File: src/rtl/uart_cmd_parser_pkg.sv
// uart_cmd_pkg: shared constants and types for the UART command parser.
//   HEADER    - first byte of every command frame
//   ACK / NAK - response bytes returned through the UART transmitter
//   state_t   - parser FSM states
//   frame_len - total frame length in bytes for a given pattern width
package uart_cmd_pkg;

  localparam logic [7:0] HEADER = 8'hA5;
  localparam logic [7:0] ACK    = 8'h06;
  localparam logic [7:0] NAK    = 8'h15;

  typedef enum logic [2:0] {
    IDLE,
    CHAN,
    DATA,
    CTRL,
    CHECK,
    OUT,
    RESP
  } state_t;

  // Header, channel, control and checksum plus one byte per pattern octet.
  function automatic int frame_len(input int data_bit);
    return data_bit / 8 + 4;
  endfunction

endpackage

File: src/rtl/uart_byte_timer.sv
// uart_byte_timer: reloadable inter-byte timeout counter.
//   clk     in  1  system clock
//   rst_n   in  1  asynchronous active-low reset
//   enable  in  1  count only while a frame is partially received
//   reload  in  1  byte strobe; restarts the idle interval
//   expired out 1  combinational pulse in the cycle whose clock edge is the
//                  TIMEOUT_CYC-th edge after the last reload
module uart_byte_timer #(
  parameter int TIMEOUT_CYC = 100_000
) (
  input  logic clk,
  input  logic rst_n,
  input  logic enable,
  input  logic reload,
  output logic expired
);

  localparam int CNT_W = $clog2(TIMEOUT_CYC + 1);

  logic [CNT_W-1:0] count;

  // A reload in the expiry cycle suppresses the pulse, so a late byte wins.
  assign expired = enable && !reload && (count == CNT_W'(TIMEOUT_CYC - 1));

  always_ff @(posedge clk or negedge rst_n) begin
    if (!rst_n) begin
      count <= '0;
    end else if (!enable || reload || expired) begin
      count <= '0;
    end else begin
      count <= count + 1'b1;
    end
  end

endmodule

File: src/rtl/uart_cmd_parser.sv
// uart_cmd_parser: assembles framed command packets from the UART receiver,
// validates them, hands one command per valid/ready handshake to the serial
// output bank and answers each checked frame with ACK or NAK.
//   clk_i          in   1         system clock
//   rst_ni         in   1         asynchronous active-low reset
//   data_i         in   8         received byte, valid with rx_done_tick_i
//   rx_done_tick_i in   1         byte-received strobe
//   cmd_valid_o    out  1         decoded command available
//   cmd_ready_i    in   1         consumer accepts the command
//   cmd_channel_o  out  CH_W      target output index
//   cmd_pattern_o  out  DATA_BIT  output pattern
//   cmd_ctrl_o     out  8         control byte
//   tx_start_o     out  1         one-cycle strobe to the UART transmitter
//   tx_data_o      out  8         response byte
//   tx_done_tick_i in   1         transmitter finished the byte
//   err_count_o    out  8         saturating error counter
module uart_cmd_parser
  import uart_cmd_pkg::*;
#(
  parameter  int DATA_BIT    = 32,
  parameter  int OUTPUT_NUM  = 16,
  parameter  int TIMEOUT_CYC = 100_000,
  localparam int CH_W        = $clog2(OUTPUT_NUM)
) (
  input  logic                clk_i,
  input  logic                rst_ni,
  input  logic [7:0]          data_i,
  input  logic                rx_done_tick_i,
  output logic                cmd_valid_o,
  input  logic                cmd_ready_i,
  output logic [CH_W-1:0]     cmd_channel_o,
  output logic [DATA_BIT-1:0] cmd_pattern_o,
  output logic [7:0]          cmd_ctrl_o,
  output logic                tx_start_o,
  output logic [7:0]          tx_data_o,
  input  logic                tx_done_tick_i,
  output logic [7:0]          err_count_o
);

  localparam int               N_BYTES  = frame_len(DATA_BIT) - 4;
  localparam int               IDX_W    = (N_BYTES > 1) ? $clog2(N_BYTES) : 1;
  localparam logic [IDX_W-1:0] LAST_IDX = IDX_W'(N_BYTES - 1);
  localparam logic [8:0]       CH_LIMIT = 9'(OUTPUT_NUM);

  state_t              state;
  logic [IDX_W-1:0]    idx;
  logic [7:0]          ch_byte;
  logic [7:0]          ctrl_byte;
  logic [7:0]          chk;
  logic [DATA_BIT-1:0] pattern;
  logic                timer_en;
  logic                expired;
  logic                frame_ok;
  logic                err_inc;

  assign timer_en = (state == CHAN) || (state == DATA) ||
                    (state == CTRL) || (state == CHECK);

  // The full channel byte is range-checked so out-of-range values never alias.
  assign frame_ok = (data_i == chk) && ({1'b0, ch_byte} < CH_LIMIT);

  // Exactly one error source can be active per cycle: a byte during OUT/RESP,
  // a rejected checksum byte, or an expiry that no byte overrode.
  always_comb begin
    err_inc = 1'b0;
    if (rx_done_tick_i) begin
      if (state == OUT || state == RESP) begin
        err_inc = 1'b1;
      end else if (state == CHECK && !frame_ok) begin
        err_inc = 1'b1;
      end
    end else if (expired) begin
      err_inc = 1'b1;
    end
  end

  uart_byte_timer #(
    .TIMEOUT_CYC(TIMEOUT_CYC)
  ) u_timer (
    .clk    (clk_i),
    .rst_n  (rst_ni),
    .enable (timer_en),
    .reload (rx_done_tick_i),
    .expired(expired)
  );

  always_ff @(posedge clk_i or negedge rst_ni) begin
    if (!rst_ni) begin
      state         <= IDLE;
      idx           <= '0;
      ch_byte       <= '0;
      ctrl_byte     <= '0;
      chk           <= '0;
      pattern       <= '0;
      cmd_valid_o   <= 1'b0;
      cmd_channel_o <= '0;
      cmd_pattern_o <= '0;
      cmd_ctrl_o    <= '0;
      tx_start_o    <= 1'b0;
      tx_data_o     <= '0;
      err_count_o   <= '0;
    end else begin
      tx_start_o <= 1'b0;
      if (err_inc && err_count_o != 8'hFF) begin
        err_count_o <= err_count_o + 8'd1;
      end
      case (state)
        IDLE: begin
          if (rx_done_tick_i && data_i == HEADER) begin
            state <= CHAN;
          end
        end
        CHAN: begin
          if (rx_done_tick_i) begin
            ch_byte <= data_i;
            chk     <= data_i;
            idx     <= '0;
            state   <= DATA;
          end else if (expired) begin
            state <= IDLE;
          end
        end
        DATA: begin
          if (rx_done_tick_i) begin
            pattern[{idx, 3'b000} +: 8] <= data_i;
            chk <= chk ^ data_i;
            if (idx == LAST_IDX) begin
              state <= CTRL;
            end else begin
              idx <= idx + 1'b1;
            end
          end else if (expired) begin
            state <= IDLE;
          end
        end
        CTRL: begin
          if (rx_done_tick_i) begin
            ctrl_byte <= data_i;
            chk       <= chk ^ data_i;
            state     <= CHECK;
          end else if (expired) begin
            state <= IDLE;
          end
        end
        CHECK: begin
          if (rx_done_tick_i) begin
            if (frame_ok) begin
              // Payload is copied only here, while cmd_valid_o is still low.
              cmd_channel_o <= ch_byte[CH_W-1:0];
              cmd_pattern_o <= pattern;
              cmd_ctrl_o    <= ctrl_byte;
              cmd_valid_o   <= 1'b1;
              state         <= OUT;
            end else begin
              tx_data_o  <= NAK;
              tx_start_o <= 1'b1;
              state      <= RESP;
            end
          end else if (expired) begin
            state <= IDLE;
          end
        end
        OUT: begin
          if (cmd_ready_i) begin
            cmd_valid_o <= 1'b0;
            tx_data_o   <= ACK;
            tx_start_o  <= 1'b1;
            state       <= RESP;
          end
        end
        RESP: begin
          if (tx_done_tick_i) begin
            state <= IDLE;
          end
        end
        default: begin
          state <= IDLE;
        end
      endcase
    end
  end

endmodule
File: config.mk
export PLATFORM = sky130hd
export DESIGN_NAME = uart_cmd_parser
export DESIGN_NICKNAME = d
export VERILOG_FILES = /design/src/rtl/uart_cmd_parser_pkg.sv /design/src/rtl/uart_byte_timer.sv /design/src/rtl/uart_cmd_parser.sv
export SDC_FILE = /design/constraint.sdc
export NUM_CORES = 1
export LEC_CHECK = 0
export CAP_MARGIN = 5
export CORE_ASPECT_RATIO = 1.75
export CORE_UTILIZATION = 40
export CTS_CLUSTER_DIAMETER = 200
export DETAILED_ROUTE_END_ITERATION = 8
export DONT_BUFFER_PORTS = 1
export PLACE_DENSITY_LB_ADDON = 0.25
export SLEW_MARGIN = 10
export SYNTH_ARGS = -nofsm -noshare
export SYNTH_HDL_FRONTEND = slang
export SYNTH_HIERARCHICAL = 1
export SYNTH_SLANG_ARGS = --single-unit
File: constraint.sdc
create_clock -name clk_i -period 6.2 [get_ports clk_i]
set_input_delay 0.62 -clock clk_i [delete_from_list [all_inputs] [get_ports clk_i]]
set_output_delay 0.62 -clock clk_i [all_outputs]
set_load 0.02 [all_outputs]
==> reports/results.ini, run 1 <==
[power]
vdd_drop_max_mv=0.200
power.leakage_nw=3.12
power_density_mw_per_mm2=394

[drt]
finalWirelength_mm=12.5
vias=3723
wire_per_inst_um=17.2
avgViaCountPerCell=5.14
drtPass1Iterations=4
drtIter0Drc=138
ant_nets=0
drt_drc_violations_left=0

[global_route]
grt_remaining_overflow=0
grtUsageTotal=0.169
grt_max_degree=136
antenna_found_initial=0
grt_first_pass_wirelength_mm=20.3
grt_pass1_vias=3877

[die]
die_h_um=166
die_w_um=95.8
fp.dieArea_mm2=0.0159
rows=59
ios=75
core-area_mm2=0.0150
initial_core_util=0.411

[yosys]
synth_warnings=6
syn_inst=535
synthAdderAreaFrac=0.0162
synth_top_family_by_area=simple AND/OR/NAND/NOR gates
ys_ff_latch=135
synthXorXnorAreaFrac=0.0526
synth_edf_count=0
synthArstFlopShare=1.00
synth-compound-area-share=0.0497
netlist_area_mm2=0.00616
ys.flop_type=dfrtp_1
syn_area_per_cell_um2=11.5
synthSimpleGateAreaFrac=0.157
synth.area.mux_share=0.141
synth_cell_type_count=50
ys_seq_area_frac=0.548

[clocking]
clock_path_buffers=2
insertion_delay_ns=0.42
cts_max_level=4
root_buffer=clkbuf_16
postCtsResizedCells=0
clock-sinks=135
tritoncts=built
hold_buffers=1
cts_inserted_buffers=17
path_clk_slew_ns=0.07
cts_setup_buffers=0

[setup_path]
r2r_slack_ns=3.53
worstPathRequired_ns=6.49
cp_max_fo=33
crit_arrival_ns=2.97
end_kind=register
startpoint_type=register
crit_type=reg2reg

[final_layout]
antenna_cells=0
final_common_cell=dfrtp_1
final_net_count=549
drive_gt1_frac=0.168
final_cells=724
mostFrequentLayoutCells=dfrtp_1 (135), nand2_1 (97), mux2_4 (39)
postLayoutCellArea_mm2=0.00683
area_growth_pct=10.8

[timing]
period_minus_slack_ns=2.67
tns_ns=0
timing.fmax_mhz=374
timing.hold.ws_ns=0.185
skew_ns=0.0119
grt_setup_unrepaired=false
final-hold-violation-count=0
slew_headroom=0.290
maxSlewViolCount=0
fin_crit_sh=0.431
setup_viol=0
worst-slew-pin-transition_ns=1.06

[status]
status=complete, no violations

[placed_design]
dp_hpwl_mm=8.78
placedCellCount=691
dpl_cell_area_mm2=0.00623
io_buffers=0
place.gp.congestion=0.821

[hold_path]
hold_class=in2async

[flow_run]
drv_cap=0

## cell type report
type	count	area, µm²
Clock inverter	15	149
Tap cell	183	229
Multi-Input combinational cell	364	2580
Fill cell	1345	8160
Sequential cell	135	3380
Clock buffer	17	425
Inverter	8	30.0
Timing Repair Buffer	2	35.0
## cells in the mapped netlist (all sizes together) (8+ instances only)
cell	n	area (µm²)
dfrtp	135	3380
nor3	10	50.1
buf	16	128
clkbuf	15	56.3
nand3	13	65.1
xor2	18	158
xnor2	19	166
nand4	9	83.8
inv	8	30.0
ha	8	100
nand2b	8	50.1
mux2	63	856
nand2	97	364
nor2	32	125
o21ai	39	195
## registers in the layout, indices dropped and copies added, names as in the netlist
signal / cells
idx: 2
err_count_o: 8
state: 3
cmd_pattern_o: 32
u_timer/count: 17
ch_byte: 8
tx_start_o: 1
ctrl_byte: 8
pattern: 32
cmd_ctrl_o: 8
cmd_valid_o: 1
tx_data_o: 3
cmd_channel_o: 4
chk: 8
## metal layers
metal,wire length [µm],track usage,up-vias
met2,6910,0.301,86
met4,259,0.0727,0
met3,478,0.0462,15
met5,0,0,-
met1,4820,0.180,1829
li1,-,-,1793
## worst max-delay path, cell delays in order, from the launching register on
cell and delay (ns):
dfrtp_1 0.38, or4_4 0.54, nor4_4 0.25, nand3_1 0.15, or2_2 0.47, buf_4 0.37, mux2_1 0.37
## per-stage QoR
step / setup WS [ns] / util / total power [mW]
global route: 3.39 / 0.456 / 2.84
finish: 3.53 / 0.456 / 2.69
detailed placement: 3.52 / 0.415 / 1.73
CTS: 3.51 / 0.456 / 2.72
floorplan: 3.89 / - / 1.62
global placement: 3.58 / 0.415 / 1.71
## report_power, final
part	total [mW]	internal, mW	switching, mW
clock	0.964	0.535	0.429
sequential	1.23	1.04	0.191
combinational	0.492	0.205	0.287
## final timing paths
path | start | to | depth (start not counted)
setup / recovery | ch_byte[7]$_DFFE_PN0P_ | cmd_pattern_o[5]$_DFFE_PN0P_ | 6
hold / removal | rst_ni | cmd_pattern_o[14]$_DFFE_PN0P_ | 1
setup reg to reg | ch_byte[7]$_DFFE_PN0P_ | cmd_pattern_o[5]$_DFFE_PN0P_ | 6
hold reg to reg | pattern[31]$_DFFE_PN0P_ | pattern[31]$_DFFE_PN0P_ | 2
max in group asynchronous | rst_ni | idx[1]$_DFFE_PN0P_ | 1
min in group clk_i | cmd_ready_i | state[0]$_DFFE_PN0P_ | 1
## cells by family after synthesis
group,Yosys count
simple gates,196
flops,135
mux,64
compound gates,55
buf+inv,39
xor+xnor,37
fa+ha+maj,8
other cells,1
(Power assumes the default switching activity.)
==> inputs of run 2 (changes only) <==
- clock period: 6.2 -> 2.2 ns (I/O delays scaled with it)
==> reports/results.ini, run 2 (synthesized netlist as in run 1, its figures left out) <==
[status]
status=finished with violations
violations=hold timing

[die]
core-area_mm2=0.0150
rows=59
die_w_um=95.8
die_h_um=166
ios=75
fp.dieArea_mm2=0.0159
initial_core_util=0.411

[timing]
timing.hold.ws_ns=-0.505
worst-slew-pin-transition_ns=0.534
slew_headroom=0.642
maxSlewViolCount=0
period_minus_slack_ns=2.13
timing.fmax_mhz=469
finalWorstSetupSlack_ns=0.0681
grt_setup_unrepaired=true
final-hold-violation-count=135
setup_viol=0
fin_crit_sh=0.969
skew_ns=0.0135

[global_route]
grt_pass1_vias=4083
grtUsageTotal=0.180
grt_first_pass_wirelength_mm=21.5
antenna_found_initial=0
grt_remaining_overflow=0
grt_max_degree=136

[clocking]
cts_max_level=4
path_clk_slew_ns=0.07
cts_inserted_buffers=17
root_buffer=clkbuf_16
insertion_delay_ns=0.41
clock-sinks=135
tritoncts=built
hold_buffers=10
clock_path_buffers=2

[drt]
vias=3953
finalWirelength_mm=13.4
drt_drc_violations_left=0
drtPass1Iterations=4
drtIter0Drc=163
wire_per_inst_um=17.5
ant_nets=0
avgViaCountPerCell=5.15

[setup_path]
crit_type=reg2reg
crit_arrival_ns=2.43
startpoint_type=register
ff2ff_path_depth=6
end_kind=register
r2r_slack_ns=0.07
r2r_start=ch_byte[7]$_DFFE_PN0P_
cp_max_fo=21
worstPathRequired_ns=2.49
r2r_end=cmd_pattern_o[6]$_DFFE_PN0P_

[power]
finalPower_mw=7.68
vdd_drop_max_mv=0.509
power_density_mw_per_mm2=1070
power.leakage_nw=3.34

[final_layout]
mostFrequentLayoutCells=dfrtp_1 (135), nand2_1 (97), mux2_4 (39)
reg_top3=cmd_pattern_o (32), pattern (32), u_timer/count (17)
final_net_count=592
drive_gt1_frac=0.221
final_common_cell=dfrtp_1
fillers=1362
antenna_cells=0
area_growth_pct=16.8

[flow_run]
drv_cap=0

[hold_path]
hold_class=in2async

[placed_design]
dp_hpwl_mm=8.76
io_buffers=0
place.gp.congestion=0.798
dp_slack_ns=-0.0272

## run 2: final cells by class
type,count,area [µm²],area share
sequential,135,3380,0.469
clock buffer,17,425,0.0591
timing repair buffer,45,392,0.0544
inverter,8,30.0,0.00417
tap,183,229,0.0318
multi-input combinational,364,2610,0.363
clock inverter,15,133,0.0184
## run 2: worst max path at each step
stage / startpoint / end / slack (ns) / depth (start not counted)
floorplan: state[2]$_DFFE_PN0P_ / err_count_o[7]$_DFFE_PN0P_ / 0.06 / 9
global placement: ch_byte[7]$_DFFE_PN0P_ / cmd_pattern_o[4]$_DFFE_PN0P_ / 0.03 / 6
detailed placement: ch_byte[7]$_DFFE_PN0P_ / cmd_pattern_o[6]$_DFFE_PN0P_ / -0.03 / 6
CTS: ch_byte[7]$_DFFE_PN0P_ / cmd_pattern_o[6]$_DFFE_PN0P_ / 0.05 / 6
global route: ch_byte[7]$_DFFE_PN0P_ / cmd_pattern_o[4]$_DFFE_PN0P_ / -0.03 / 6
finish: ch_byte[7]$_DFFE_PN0P_ / cmd_pattern_o[6]$_DFFE_PN0P_ / 0.07 / 6
## run 2: per-layer routing
| metal | track usage | part of all wire | wire (µm) | up-vias |
|---|---|---|---|---|
| met5 | 0 | 0 | 0 | - |
| met4 | 0.0759 | 0.029 | 396 | 0 |
| met3 | 0.0440 | 0.033 | 447 | 23 |
| met2 | 0.326 | 0.54 | 7300 | 90 |
| met1 | 0.193 | 0.39 | 5290 | 1961 |
| li1 | - | - | - | 1879 |
## run 2: what timing repair did
| action | in CTS | in global routing |
|---|---|---|
| pin swaps | 0 | 2 |
| setup endpoints to repair | 27 | 10 |
| hold endpoints to repair | 193 | 135 |
| setup buffers | 0 | 1 |
| gates resized for setup | 1 | 7 |
## run 2: worst max-delay path, stage by stage (launching register included)
cell,delay (ns)
dfrtp_1,0.37
or4_4,0.54
nor4_4,0.17
nand3_1,0.14
or2_4,0.29
buf_12,0.17
mux2_1,0.32
## run 2: metrics by stage
step	instances	instance area (µm²)	util	hold WS (ns)	TNS, ns
2_1_floorplan	538	6170	-	-0.0756	0
3_3_place_gp	724	6500	0.434	-0.0710	0
3_5_place_dp	724	6500	0.434	-0.0718	-0.0695
4_1_cts	766	7160	0.478	-0.522	0
5_1_grt	767	7200	0.480	-0.528	-0.112
6_report	767	7200	0.480	-0.505	0
## run 2: report_power, final
group	total [mW]	internal (mW)	switching (mW)	leakage, nW
sequential	3.36	2.94	0.423	1.81
combinational	1.63	0.726	0.904	1.25
clock	2.68	1.49	1.19	0.271
==> inputs of run 3 (changes only) <==
- MAX_ROUTING_LAYER: unset -> met4
- SYNTH_HIERARCHICAL: 1 -> unset
- TNS_END_PERCENT: unset -> 5
==> reports/results.ini, run 3 <==
[yosys]
synth_edf_count=0
syn_inst=533
netlist_top_cells_count=dfrtp_1 (135), nand2_1 (109), o21ai_0 (41)
yosysMostFrequentCell=dfrtp_1
ys_seq_area_frac=0.546
ys.flop_type=dfrtp_1
synth.area.top_cells=dfrtp_1 (55%), mux2_4 (9.5%), nand2_1 (6.6%)
ys_ff_latch=135
synth_cell_type_count=50
netlist_area_mm2=0.00619
yosys.area.top_type=dfrtp_1
synth_top_area_frac=0.546
synth_warnings=0
synthArstFlopShare=1.00
syn_area_per_cell_um2=11.6

[setup_path]
slowest_delay_ns=0.55
startpoint_type=register
worstPathCellList=or4_4 > nor4_4 > buf_4 > and4_4 > o21ai_4 > and2_4 > mux2_4
critical_path_buf_inv_count=1
worstPathRequired_ns=2.50
crit_type=reg2reg
cp_top_family=simple AND/OR/NAND/NOR gates
crit_arrival_ns=2.58
end_kind=register
cp_max_fo=4
critPathSlowestCell=or4_4

[final_layout]
fin_util=0.487
postLayoutCellArea_mm2=0.00729
mostFrequentLayoutCells=dfrtp_1 (135), nand2_1 (108), mux2_4 (46)
final_common_cell=dfrtp_1
drive_gt1_frac=0.246
antenna_cells=0
fillers=1314
reg_top3=cmd_pattern_o (32), pattern (32), u_timer.count (17)
final_net_count=589
area_growth_pct=17.7

[clocking]
root_buffer=clkbuf_16
clock-sinks=135
path_clk_slew_ns=0.06
tritoncts=built
insertion_delay_ns=0.42
cts_max_level=4
hold_buffers=9
clock_path_buffers=2
cts_inserted_buffers=17

[timing]
period_minus_slack_ns=2.28
timing.hold.ws_ns=-0.498
final-hold-violation-count=135
timing.fmax_mhz=439
skew_ns=0.00901
setup_viol=47
slew_headroom=0.595
tns_ns=-2.16
fin_crit_sh=1.04
worst-slew-pin-transition_ns=0.598
grt_setup_unrepaired=true
finalWorstSetupSlack_ns=-0.0772
maxSlewViolCount=0

[drt]
avgViaCountPerCell=5.17
drtPass1Iterations=4
wire_per_inst_um=18.4
dr_wl_met3_um=492
wl_met2_mm=7.66
finalWirelength_mm=14.0
ant_nets=0
highest_layer=met4
drt-met1-wl_mm=5.58
vias=3948
drtIter0Drc=170
drt_drc_violations_left=0

[global_route]
grt_first_pass_wirelength_mm=21.5
grt_remaining_overflow=0
antenna_found_initial=0
grt_max_degree=136
grtUsageTotal=0.184
grt_pass1_vias=3940

[power]
vdd_drop_max_mv=0.484
power_density_mw_per_mm2=913
power.leakage_nw=3.35

[die]
ios=75
die_w_um=96.1
core-area_mm2=0.0150
die_h_um=167
fp.dieArea_mm2=0.0160
rows=59
initial_core_util=0.413

[status]
violations=hold timing, setup timing
status=finished with violations

[placed_design]
dp_hpwl_mm=8.51
io_buffers=0
dp_slack_ns=-0.0350
dpl_cell_area_mm2=0.00639
place.gp.congestion=0.815

[hold_path]
hold_class=in2async

[flow_run]
drv_cap=0

run 3: cell types whose count changed after synthesis, sizes merged, moves of 3 or more:
cell,previous run,this run
and3,3,6
buf,16,10
clkbuf,15,18
nand2,97,109
nand2b,8,0
nand3,13,17
nor2,32,25
nor3,10,5
nor4,5,2
o21ai,39,42
xnor2,19,5
xor2,18,25
run 3: repair_timing:
item,in CTS,in global routing
resized for setup,4,9
endpoints found under the setup margin,14,50
hold endpoints to repair,192,135
pin swaps,0,6
cloned,0,5
buffers inserted,0,6
run 3: worst paths after layout:
path,startpoint,endpoint,slack [ns],cells after the start
min in group clk_i,rx_done_tick_i,state[1]$_DFFE_PN0P_,0.05,2
hold / removal,rst_ni,err_count_o[4]$_DFFE_PN0P_,-0.50,0
setup reg to reg,ch_byte[5]$_DFFE_PN0P_,err_count_o[1]$_DFFE_PN0P_,-0.08,7
max in group asynchronous,rst_ni,ctrl_byte[1]$_DFFE_PN0P_,2.40,0
hold reg to reg,pattern[4]$_DFFE_PN0P_,pattern[4]$_DFFE_PN0P_,0.48,2
setup / recovery,ch_byte[5]$_DFFE_PN0P_,err_count_o[1]$_DFFE_PN0P_,-0.08,7
run 3: logic make-up (layout without fill, tap and decap cells):
kind of cell    after synthesis  after routing  synth area share
simple gates                190            190             0.149
flops                       135            135             0.546
compound gates               66             66            0.0616
mux                          66             66             0.143
buf+inv                      37             82            0.0414
xor+xnor                     30             30            0.0424
fa+ha+maj                     8              8            0.0162
other cells                   1              4          0.000606
run 3: stage by stage:
| stage | total power, mW | cells |
|---|---|---|
| 6_report | 6.65 | 764 |
| 5_1_grt | 6.95 | 764 |
| 4_1_cts | 6.71 | 753 |
| 3_5_place_dp | 3.78 | 712 |
| 3_3_place_gp | 3.74 | 712 |
| 2_1_floorplan | 3.58 | 536 |
run 3: power by group:
part           switching (mW)  internal [mW]  total, mW
clock                    1.14           1.73       2.87
combinational           0.500          0.402      0.902
sequential              0.161           2.72       2.88
total                    1.81           4.85       6.65
run 3: metal layers:
layer / up-vias / GRT usage
met1: 1961 / 0.206
li1: 1879 / -
met3: 24 / 0.0457
met4: 0 / 0.0642
met2: 84 / 0.312
met5: - / -
run 3: worst register-to-register path: stages (launching register included):
cell and delay (ns):
dfrtp_1 0.38, or4_4 0.55, nor4_4 0.29, buf_4 0.18
and4_4 0.26, o21ai_4 0.08, and2_4 0.15, mux2_4 0.29
run 3: cell type report:
type	instances	area [µm²]	share of cell area
flip-flops and latches	135	3380	0.463
multi-input cells	364	2610	0.358
well taps	183	229	0.0314
clock inverters	14	165	0.0227
clock buffers	18	439	0.0602
inverters	9	33.8	0.00463
repair buffers	41	435	0.0597
